**src/rtl/aes_round_ctrl.sv**
```systemverilog
// Control sequencer for an iterative AES-128 datapath: walks SubBytes/ShiftRows/
// MixColumns/AddRoundKey through the round schedule with per-step handshake and timeout.
module aes_round_ctrl #(
   parameter int NR      = 10,
   parameter int TIMEOUT = 15
) (
   input  logic       clk,
   input  logic       rst,
   input  logic       start,
   input  logic       abort,
   input  logic       sub_done,
   input  logic       shift_done,
   input  logic       mix_done,
   input  logic       ark_done,
   output logic       load,
   output logic       step_rst,
   output logic       sub_en,
   output logic       shift_en,
   output logic       mix_en,
   output logic       ark_en,
   output logic       state_we,
   output logic [1:0] src_sel,
   output logic [3:0] round,
   output logic       busy,
   output logic       done,
   output logic       error
);

   typedef enum logic [2:0] {
      S_IDLE, S_LOAD, S_CLR, S_ISSUE, S_WAIT, S_DONE, S_ERR
   } state_t;

   localparam logic [1:0] SRC_SUB   = 2'd0;
   localparam logic [1:0] SRC_SHIFT = 2'd1;
   localparam logic [1:0] SRC_MIX   = 2'd2;
   localparam logic [1:0] SRC_ARK   = 2'd3;
   localparam logic [3:0] NR_L      = 4'(NR);
   localparam logic [7:0] TO_L      = 8'(TIMEOUT);

   state_t     state_q, state_d;
   logic [3:0] round_q, round_d;
   logic [1:0] src_q, src_d;
   logic [7:0] cnt_q, cnt_d;
   logic       err_q, err_d;
   logic       load_q, step_rst_q, busy_q, done_q;
   logic [3:0] en_q;
   logic [3:0] done_vec;
   logic       step_done;
   logic [7:0] cnt_inc;

   assign done_vec  = {ark_done, mix_done, shift_done, sub_done};
   assign step_done = done_vec[src_q];
   assign cnt_inc   = cnt_q + 8'd1;

   always_comb begin
      state_d = state_q;
      round_d = round_q;
      src_d   = src_q;
      cnt_d   = cnt_q;
      err_d   = err_q;
      if (abort) begin
         state_d = S_IDLE;
      end else begin
         unique case (state_q)
            S_IDLE, S_DONE, S_ERR: begin
               if (start) begin
                  state_d = S_LOAD;
                  round_d = 4'd0;
                  src_d   = SRC_ARK;
                  err_d   = 1'b0;
               end else if (state_q == S_DONE) begin
                  state_d = S_IDLE;
               end
            end
            S_LOAD:  state_d = S_CLR;
            S_CLR:   state_d = S_ISSUE;
            S_ISSUE: begin
               state_d = S_WAIT;
               cnt_d   = 8'd0;
            end
            S_WAIT: begin
               // A done arriving on the final allowed cycle takes precedence over timeout.
               if (step_done) begin
                  if (round_q == NR_L && src_q == SRC_ARK) begin
                     state_d = S_DONE;
                  end else begin
                     state_d = S_CLR;
                     unique case (src_q)
                        SRC_SUB:   src_d = SRC_SHIFT;
                        SRC_SHIFT: src_d = (round_q == NR_L) ? SRC_ARK : SRC_MIX;
                        SRC_MIX:   src_d = SRC_ARK;
                        default: begin
                           src_d   = SRC_SUB;
                           round_d = round_q + 4'd1;
                        end
                     endcase
                  end
               end else if (cnt_inc == TO_L) begin
                  state_d = S_ERR;
                  err_d   = 1'b1;
               end else begin
                  cnt_d = cnt_inc;
               end
            end
            default: state_d = S_IDLE;
         endcase
      end
   end

   // Outputs are registered from the next state so they are glitch-free Moore decodes.
   always_ff @(posedge clk) begin
      if (rst) begin
         state_q    <= S_IDLE;
         round_q    <= 4'd0;
         src_q      <= 2'd0;
         cnt_q      <= 8'd0;
         err_q      <= 1'b0;
         load_q     <= 1'b0;
         step_rst_q <= 1'b0;
         en_q       <= 4'd0;
         busy_q     <= 1'b0;
         done_q     <= 1'b0;
      end else begin
         state_q    <= state_d;
         round_q    <= round_d;
         src_q      <= src_d;
         cnt_q      <= cnt_d;
         err_q      <= err_d;
         load_q     <= (state_d == S_LOAD);
         step_rst_q <= (state_d == S_CLR);
         en_q       <= (state_d == S_ISSUE) ? (4'b0001 << src_d) : 4'd0;
         busy_q     <= (state_d == S_LOAD) || (state_d == S_CLR) ||
                       (state_d == S_ISSUE) || (state_d == S_WAIT);
         done_q     <= (state_d == S_DONE);
      end
   end

   assign load     = load_q;
   assign step_rst = step_rst_q;
   assign sub_en   = en_q[0];
   assign shift_en = en_q[1];
   assign mix_en   = en_q[2];
   assign ark_en   = en_q[3];
   assign state_we = (state_q == S_WAIT) && step_done;
   assign src_sel  = src_q;
   assign round    = round_q;
   assign busy     = busy_q;
   assign done     = done_q;
   assign error    = err_q;

endmodule

```
**config.mk**
```make
export PLATFORM = sky130hd
export DESIGN_NAME = aes_round_ctrl
export DESIGN_NICKNAME = d
export VERILOG_FILES = /design/src/rtl/aes_round_ctrl.sv
export SDC_FILE = /design/constraint.sdc
export NUM_CORES = 1
export LEC_CHECK = 0
export BUFFER_PORTS_ARGS = -buffer_cell sky130_fd_sc_hd__buf_2
export CORE_MARGIN = 2
export CORE_UTILIZATION = 31
export CTS_CLUSTER_SIZE = 30
export DETAILED_ROUTE_END_ITERATION = 6
export PLACE_DENSITY = 0.48
export SLEW_MARGIN = 15
export SYNTH_ARGS = -nofsm -noshare
export SYNTH_HDL_FRONTEND = slang
export SYNTH_SLANG_ARGS = --single-unit
```
**constraint.sdc**
```tcl
create_clock -name clk -period 7.02 [get_ports clk]
set_clock_uncertainty 0.2 [all_clocks]
set_input_delay 1.755 -clock clk [delete_from_list [all_inputs] [get_ports clk]]
set_output_delay 1.755 -clock clk [all_outputs]
set_load 0.05 [all_outputs]
```
==> results of run 1 <==
[power by group through the flow]
stage / clock network (mW) / logic [mW] / registers (mW)
6_report: 0.125 / 0.0354 / 0.153
5_1_grt: 0.134 / 0.0393 / 0.154
4_1_cts: 0.130 / 0.0359 / 0.153
3_5_place_dp: 0 / 0.0357 / 0.157
3_3_place_gp: 0 / 0.0350 / 0.157
2_1_floorplan: 0 / 0.0207 / 0.162
[final cells by class]
class | instances | area [um2] | area share
Sequential cell | 26 | 520 | 0.292
Clock buffer | 3 | 41.3 | 0.0231
Timing Repair Buffer | 23 | 115 | 0.0645
Tap cell | 67 | 83.8 | 0.0470
Clock inverter | 1 | 30.0 | 0.0168
Multi-Input combinational cell | 133 | 952 | 0.534
Inverter | 11 | 41.3 | 0.0231
[sequential cells by signal (all words and copies together) (netlist names)]
name	flops
load	1
error	1
step_rst	1
state_q	3
round	4
src_sel	2
cnt_q	8
en_q	4
busy	1
done	1
[metrics by stage]
stage | cell area (um2) | instances | util | worst slack, ps | total power, mW
final | 1780 | 264 | 0.373 | 2250 | 0.313
after global routing | 1780 | 264 | 0.373 | 2230 | 0.326
after CTS | 1780 | 264 | 0.373 | 2250 | 0.319
after detailed placement | 1710 | 260 | 0.358 | 2250 | 0.192
after global placement | 1710 | 260 | 0.358 | 2270 | 0.192
after floorplan | 1570 | 178 | - | 2580 | 0.183
[placed cells by master (no fill, tap or decap), drive strengths merged, types with 3 or more instances in the layout]
cell    Yosys  layout
o21ai       6       6
nor4        5       5
nor2       19      19
dfxtp      26      26
inv        11      11
a21oi       6       6
a31oi       3       3
clkbuf      3       3
ha          9       9
buf         5      23
nor3       10      10
and3        4       4
nand2      12      12
nand4       4       4
o311ai      3       3
[critical path: stages]
cell and delay [ps]:
buf_2 90, mux4_2 550, nor2b_4 180, buf_2 240
[logic make-up (layout without fill, tap and decap cells)]
group,count (synthesis),count (layout),share of synthesized area
multiplexers,2,2,0.0208
flip-flops,26,26,0.333
AND/OR/NAND/NOR,73,73,0.267
AO/OA/AOI/OAI,45,45,0.225
buffers and inverters,19,38,0.0592
XOR/XNOR,3,3,0.0168
adder cells (fa/ha/maj),10,10,0.0783
[worst paths after layout]
kind                         start                 end  slack (ps)  cells past startpoint
min             error$_SDFFE_PP0P_  error$_SDFFE_PP0P_         290                      1
min reg2reg     error$_SDFFE_PP0P_  error$_SDFFE_PP0P_         290                      1
max                       ark_done            state_we        2250                      4
max reg2reg  cnt_q[0]$_SDFFE_PP0P_  en_q[0]$_SDFF_PP0_        4370                      7
[metal layers]
layer / share of wire / GRT usage
met3: 0.051 / 0.0281
met4: 0.017 / 0.0575
met5: 0 / 0
met2: 0.45 / 0.217
met1: 0.48 / 0.194
==> impl_metrics.yaml, run 1 <==
clocking:
  worstSkewPairLatency_ps: 270
  htree_levels: 1
  post-cts-setup-buffer-count: 0
  cts_resized: 0
  cts_tree: "yes"
  clk_pin_slew_ps: 90
  cts.root.buffer_cell: "clkbuf_8"
  numCtsBuffers: 3
  clockBufferDepth: 2
  cts_sinks: 26
  hold_buffers: 0
synthesis:
  syn_nets: 195
  yosysTopAreaCellShare: 0.333
  syn_area_um2: 1570
  synth_top_area_cell: "dfxtp_1"
  yosysWarningCount: 0
  syn_inst: 178
  synth_edf_count: 0
  ys.flop_type: "dfxtp_1"
  ys_seq_area_frac: 0.333
  async_flop_share: 0
  avgSynthCellArea_um2: 8.79
  ys_ff_latch: 26
  ys_top_cells_by_count: "26 x dfxtp_1, 19 x nor2_1, 12 x nand2_1, 11 x inv_1, 10 x nor3_1"
  synth_area_leaders: "dfxtp_1 33%, ha_1 7.2%, nor2_1 4.6%"
  synth_most_common_cell: "dfxtp_1"
  synth_cell_types: 61
layout:
  nNetsFinal: 215
  num-fill-cells: 511
  drive_gt1_frac: 0.188
  n_antenna_cell: 0
  syn_to_final_growth_pct: 14.0
drt:
  wl_per_cell_um: 13.8
  first_pass_iters: 4
  drt-total-wl_um: 3640
  vias: 1407
  viasPerCell: 5.33
  final_antenna_net_count: 0
  drc_errors: 0
  drt_iter0_drc: 60
placed_design:
  place.gp.congestion: 0.789
  dp_hpwl_um: 2780
  io_buffers: 23
timing:
  post-route-period-util: 0.679
  fin_tns_setup_ps: 0
  rsz0062_at_grt: "no"
  hold_slack_ps: 286
  timing.final.hold_violations: 0
  setup_viol: 0
  tightest_slew_ps: 624
  max_slew_margin: 0.584
  post-route-min-period_ps: 4770
  max_freq_mhz: 210
  drv_slew: 0
power_and_ir_drop:
  power_switching_uw: 74.9
  clockPowerShare: 0.399
  leakage_nw: 0.712
  power_density_nw_per_um2: 176
  comb_power_share: 0.113
  switching_share: 0.239
  peakVddDrop_mv: 0.106
  p_int_uw: 238
  power.share.sequential: 0.488
run_status:
  outcome: "finished clean"
floorplanning:
  die_x_um: 75.1
  ios: 24
  core_um2: 4790
  die_h_um: 75.1
  die-area_um2: 5630
  row_count: 25
  start_util: 0.327
grt:
  grt_max_degree: 16
  grt_pass1_wl_um: 6130
  grt_overflow: 0
  grtUsageTotal: 0.141
  antenna_found_initial: 0
  grt_pass1_vias: 1267
job:
  max-cap-violations: 0
critical_path:
  crit_type: "input port to primary output"
  worst-path-max-fanout: 6
  required_ps: 5070
  start_kind: "input port"
  worstPathArrival_ps: 2810
  cp-end-kind: "primary output"
worst_hold_path:
  min_path_type: "register to register"
Note: power is estimated with default switching activity, not from simulation.
==> run 2, diff against run 1 <==
Settings changed: ABC_AREA set to 1.
Clock period 7.02 ns to 4.9 ns, I/O delays scaled along.
==> impl_metrics.yaml, run 2 <==
run_status:
  outcome: "finished clean"
synthesis:
  syn_area_um2: 1520
  avgSynthCellArea_um2: 6.85
  synth_most_common_cell: "nand2_1"
  synth_area_leaders: "dfxtp_1 34%, nand2_1 13%, inv_1 7.6%"
  synth_top_area_cell: "dfxtp_1"
  syn_nets: 239
  ys.flop_type: "dfxtp_1"
  ys_seq_area_frac: 0.342
  async_flop_share: 0
  yosysTopAreaCellShare: 0.342
  ys_ff_latch: 26
  syn_inst: 222
  synth_cell_types: 28
  yosysWarningCount: 0
  ys_top_cells_by_count: "54 x nand2_1, 31 x inv_1, 27 x nor2_1, 26 x dfxtp_1, 14 x a21oi_1"
  synth_edf_count: 0
clocking:
  worstSkewPairLatency_ps: 280
  numCtsBuffers: 3
  clk_pin_slew_ps: 90
  cts_tree: "yes"
  hold_buffers: 0
  post-cts-setup-buffer-count: 0
  clockBufferDepth: 2
  htree_levels: 1
  cts.root.buffer_cell: "clkbuf_8"
  cts_resized: 0
  cts_sinks: 26
timing:
  post-route-period-util: 0.731
  fin_tns_setup_ps: 0
  tightest_slew_ps: 389
  max_slew_margin: 0.740
  rsz0062_at_grt: "no"
  hold_slack_ps: 281
  post-route-min-period_ps: 3580
  setup_ws_ps: 1320
  timing.final.hold_violations: 0
  setup_viol: 0
  drv_slew: 0
  max_freq_mhz: 279
layout:
  layout_commonest_cell: "nand2_1"
  nNetsFinal: 265
  largest-register: "cnt_q"
  fin_util: 0.376
  num-fill-cells: 527
  final_cell_mix: "54 x nand2_1, 31 x inv_1, 27 x nor2_1"
  fin_cells: 314
  n_antenna_cell: 0
  drive_gt1_frac: 0.186
  design_area_um2: 1780
  largest_register_ffs: 8
  syn_to_final_growth_pct: 16.8
job:
  max-cap-violations: 0
drt:
  drt_iter0_drc: 64
  first_pass_iters: 4
  viasPerCell: 4.38
  drt-total-wl_um: 3340
  wl_per_cell_um: 10.6
  final_antenna_net_count: 0
  drc_errors: 0
  vias: 1374
placed_design:
  place.gp.congestion: 0.804
  io_buffers: 23
  dp_hpwl_um: 2560
  dp_slack_ps: 1300
  dpl_cell_area_um2: 1710
  placedCellCount: 310
grt:
  grtUsageTotal: 0.133
  grt_max_degree: 17
  antenna_found_initial: 0
  grt_overflow: 0
  grt_pass1_wl_um: 5740
  grt_pass1_vias: 1281
critical_path:
  worstPathArrival_ps: 2160
  crit_type: "input port to primary output"
  start_kind: "input port"
  required_ps: 3470
  worst-path-max-fanout: 4
  cp-end-kind: "primary output"
floorplanning:
  start_util: 0.322
  die_x_um: 74.1
  die_h_um: 74.1
  die-area_um2: 5480
  row_count: 25
  core_um2: 4720
  ios: 24
power_and_ir_drop:
  leakage_nw: 0.861
  power_density_nw_per_um2: 269
  peakVddDrop_mv: 0.101
  p_total_uw: 478
worst_hold_path:
  min_path_type: "register to register"
==> run 2: cell count changes after synthesis, sizes merged, moves of 8 or more <==
cell	delta
nor2	+12
nand3	+14
nand2	+46
inv	+21
o21ai	+8
a21oi	+10
==> run 2: cell type report <==
type | count | area [um2] | share of cell area
Timing Repair Buffer | 23 | 115 | 0.0648
Tap cell | 67 | 83.8 | 0.0472
Clock buffer | 3 | 41.3 | 0.0232
Inverter | 33 | 124 | 0.0697
Sequential cell | 26 | 520 | 0.293
Multi-Input combinational cell | 161 | 862 | 0.485
Clock inverter | 1 | 30.0 | 0.0169
==> run 2: power by group <==
| part | internal, mW | total [mW] | switching [mW] |
|---|---|---|---|
| clock network | 0.109 | 0.183 | 0.0736 |
| registers | 0.217 | 0.223 | 0.00593 |
| logic | 0.0206 | 0.0719 | 0.0513 |
==> run 2: kinds of logic after synthesis <==
kind of cell / synth area share
simple gates: 0.372
xor+xnor: 0.0107
flops: 0.342
fa+ha+maj: 0.0740
buf+inv: 0.0913
compound gates: 0.110
==> run 2: worst paths after layout <==
check | startpoint | endpoint | slack, ps | depth (start not counted)
worst max-delay path | shift_done | state_we | 1320 | 7
worst min-delay path | error$_SDFFE_PP0P_ | error$_SDFFE_PP0P_ | 280 | 1
worst max register to register | src_sel[0]$_SDFF_PP0_ | en_q[0]$_SDFF_PP0_ | 2790 | 12
worst min register to register | error$_SDFFE_PP0P_ | error$_SDFFE_PP0P_ | 280 | 1
==> run 2: routing by layer <==
layer / GRT usage / up-vias / wire length (um)
li1: - / 752 / -
met1: 0.187 / 597 / 1750
met2: 0.207 / 21 / 1450
met3: 0.0190 / 4 / 98
met4: 0.0485 / 0 / 50
met5: 0 / - / 0
==> run 2: worst max-delay path, cell delays in order <==
cell	delay [ps]
buf_2	80
nand2_1	40
nand3_1	80
and2_1	150
inv_1	90
nor2_1	180
buf_2	310
==> run 3, diff against run 2 <==
Settings changed: ABC_AREA 1 to 0, PLACE_DENSITY 0.48 to 0.49.
Clock period 4.9 ns to 2.9 ns, I/O delays scaled along.
==> impl_metrics.yaml, run 3 (synthesized netlist as in run 1, its figures left out) <==
run_status:
  outcome: "finished clean"
clocking:
  hold_buffers: 0
  clockBufferDepth: 2
  cts_sinks: 26
  worstSkewPairLatency_ps: 270
  cts_tree: "yes"
  htree_levels: 1
  cts.root.buffer_cell: "clkbuf_8"
  clk_pin_slew_ps: 80
  cts_resized: 0
  post-cts-setup-buffer-count: 0
  numCtsBuffers: 3
grt:
  grtUsageTotal: 0.142
  antenna_found_initial: 0
  grt_pass1_wl_um: 6190
  grt_max_degree: 14
  grt_pass1_vias: 1290
  grt_overflow: 0
layout:
  largest-register: "cnt_q"
  nNetsFinal: 219
  fin_util: 0.373
  syn_to_final_growth_pct: 14.0
  num-fill-cells: 518
  largest_register_ffs: 8
  drive_gt1_frac: 0.200
  layout_commonest_cell: "dfxtp_1"
  final_cell_mix: "26 x dfxtp_1, 23 x buf_2, 19 x nor2_1"
  design_area_um2: 1780
  n_antenna_cell: 0
  fin_cells: 267
timing:
  setup_viol: 0
  post-route-min-period_ps: 2710
  hold_slack_ps: 279
  max_freq_mhz: 369
  drv_slew: 0
  setup_ws_ps: 189
  rsz0062_at_grt: "no"
  tightest_slew_ps: 538
  post-route-period-util: 0.935
  fin_tns_setup_ps: 0
  max_slew_margin: 0.640
  timing.final.hold_violations: 0
critical_path:
  start_kind: "register"
  cp-end-kind: "primary output"
  worstPathArrival_ps: 1790
  required_ps: 1980
  worst-path-max-fanout: 7
  r2r_slack_ps: 320
  cp_slowest_cell: "mux4_2"
  critPathMaxStageDelay_ps: 630
  crit_type: "register to primary output"
  crit_chain: "mux4_2 > nor2b_4 > buf_2"
drt:
  first_pass_iters: 4
  final_antenna_net_count: 0
  drc_errors: 0
  viasPerCell: 5.30
  wl_per_cell_um: 14.1
  drt_iter0_drc: 33
  drt-total-wl_um: 3780
  vias: 1416
job:
  max-cap-violations: 0
placed_design:
  placedCellCount: 264
  dp_hpwl_um: 2870
  dpl_cell_area_um2: 1740
  io_buffers: 23
  dp_slack_ps: 140
  place.gp.congestion: 0.803
power_and_ir_drop:
  leakage_nw: 0.718
  power_density_nw_per_um2: 369
  p_total_uw: 658
  peakVddDrop_mv: 0.195
floorplanning:
  die_x_um: 75.1
  core_um2: 4790
  row_count: 25
  die-area_um2: 5630
  die_h_um: 75.1
  ios: 24
  start_util: 0.327
worst_hold_path:
  min_path_type: "register to register"
[run 3: area by class of cell]
class / count / area (um2) / share of cell area
Inverter: 11 / 41.3 / 0.0231
Sequential cell: 26 / 520 / 0.292
Clock buffer: 3 / 41.3 / 0.0231
Multi-Input combinational cell: 133 / 952 / 0.534
Timing Repair Buffer: 27 / 145 / 0.0813
Tap cell: 67 / 83.8 / 0.0470
[run 3: path summary, 6_finish.rpt]
kind	from	depth (start not counted)	end
min	cnt_q[7]$_SDFFE_PP0P_	1	cnt_q[7]$_SDFFE_PP0P_
max	src_sel[0]$_SDFF_PP0_	3	state_we
max reg2reg	cnt_q[0]$_SDFFE_PP0P_	7	en_q[3]$_SDFF_PP0_
min reg2reg	cnt_q[7]$_SDFFE_PP0P_	1	cnt_q[7]$_SDFFE_PP0P_
[run 3: where the power goes]
| part | switching (mW) | internal (mW) |
|---|---|---|
| Sequential | 0.00843 | 0.362 |
| Combinational | 0.0550 | 0.0313 |
| Clock | 0.108 | 0.0930 |
[run 3: layer usage]
layer | global-route usage | share of wire | vias up
li1 | - | - | 719
met1 | 0.192 | 0.49 | 655
met2 | 0.225 | 0.45 | 36
met3 | 0.0321 | 0.046 | 6
met4 | 0.0417 | 0.012 | 0
met5 | 0 | 0 | -
[run 3: critical path, delay by kind of cell (launching register included)]
kind / cells / cell delay [ps]
buffers and inverters: 1 / 220
flip-flops: 1 / 490
AND/OR/NAND/NOR: 1 / 180
multiplexers: 1 / 630
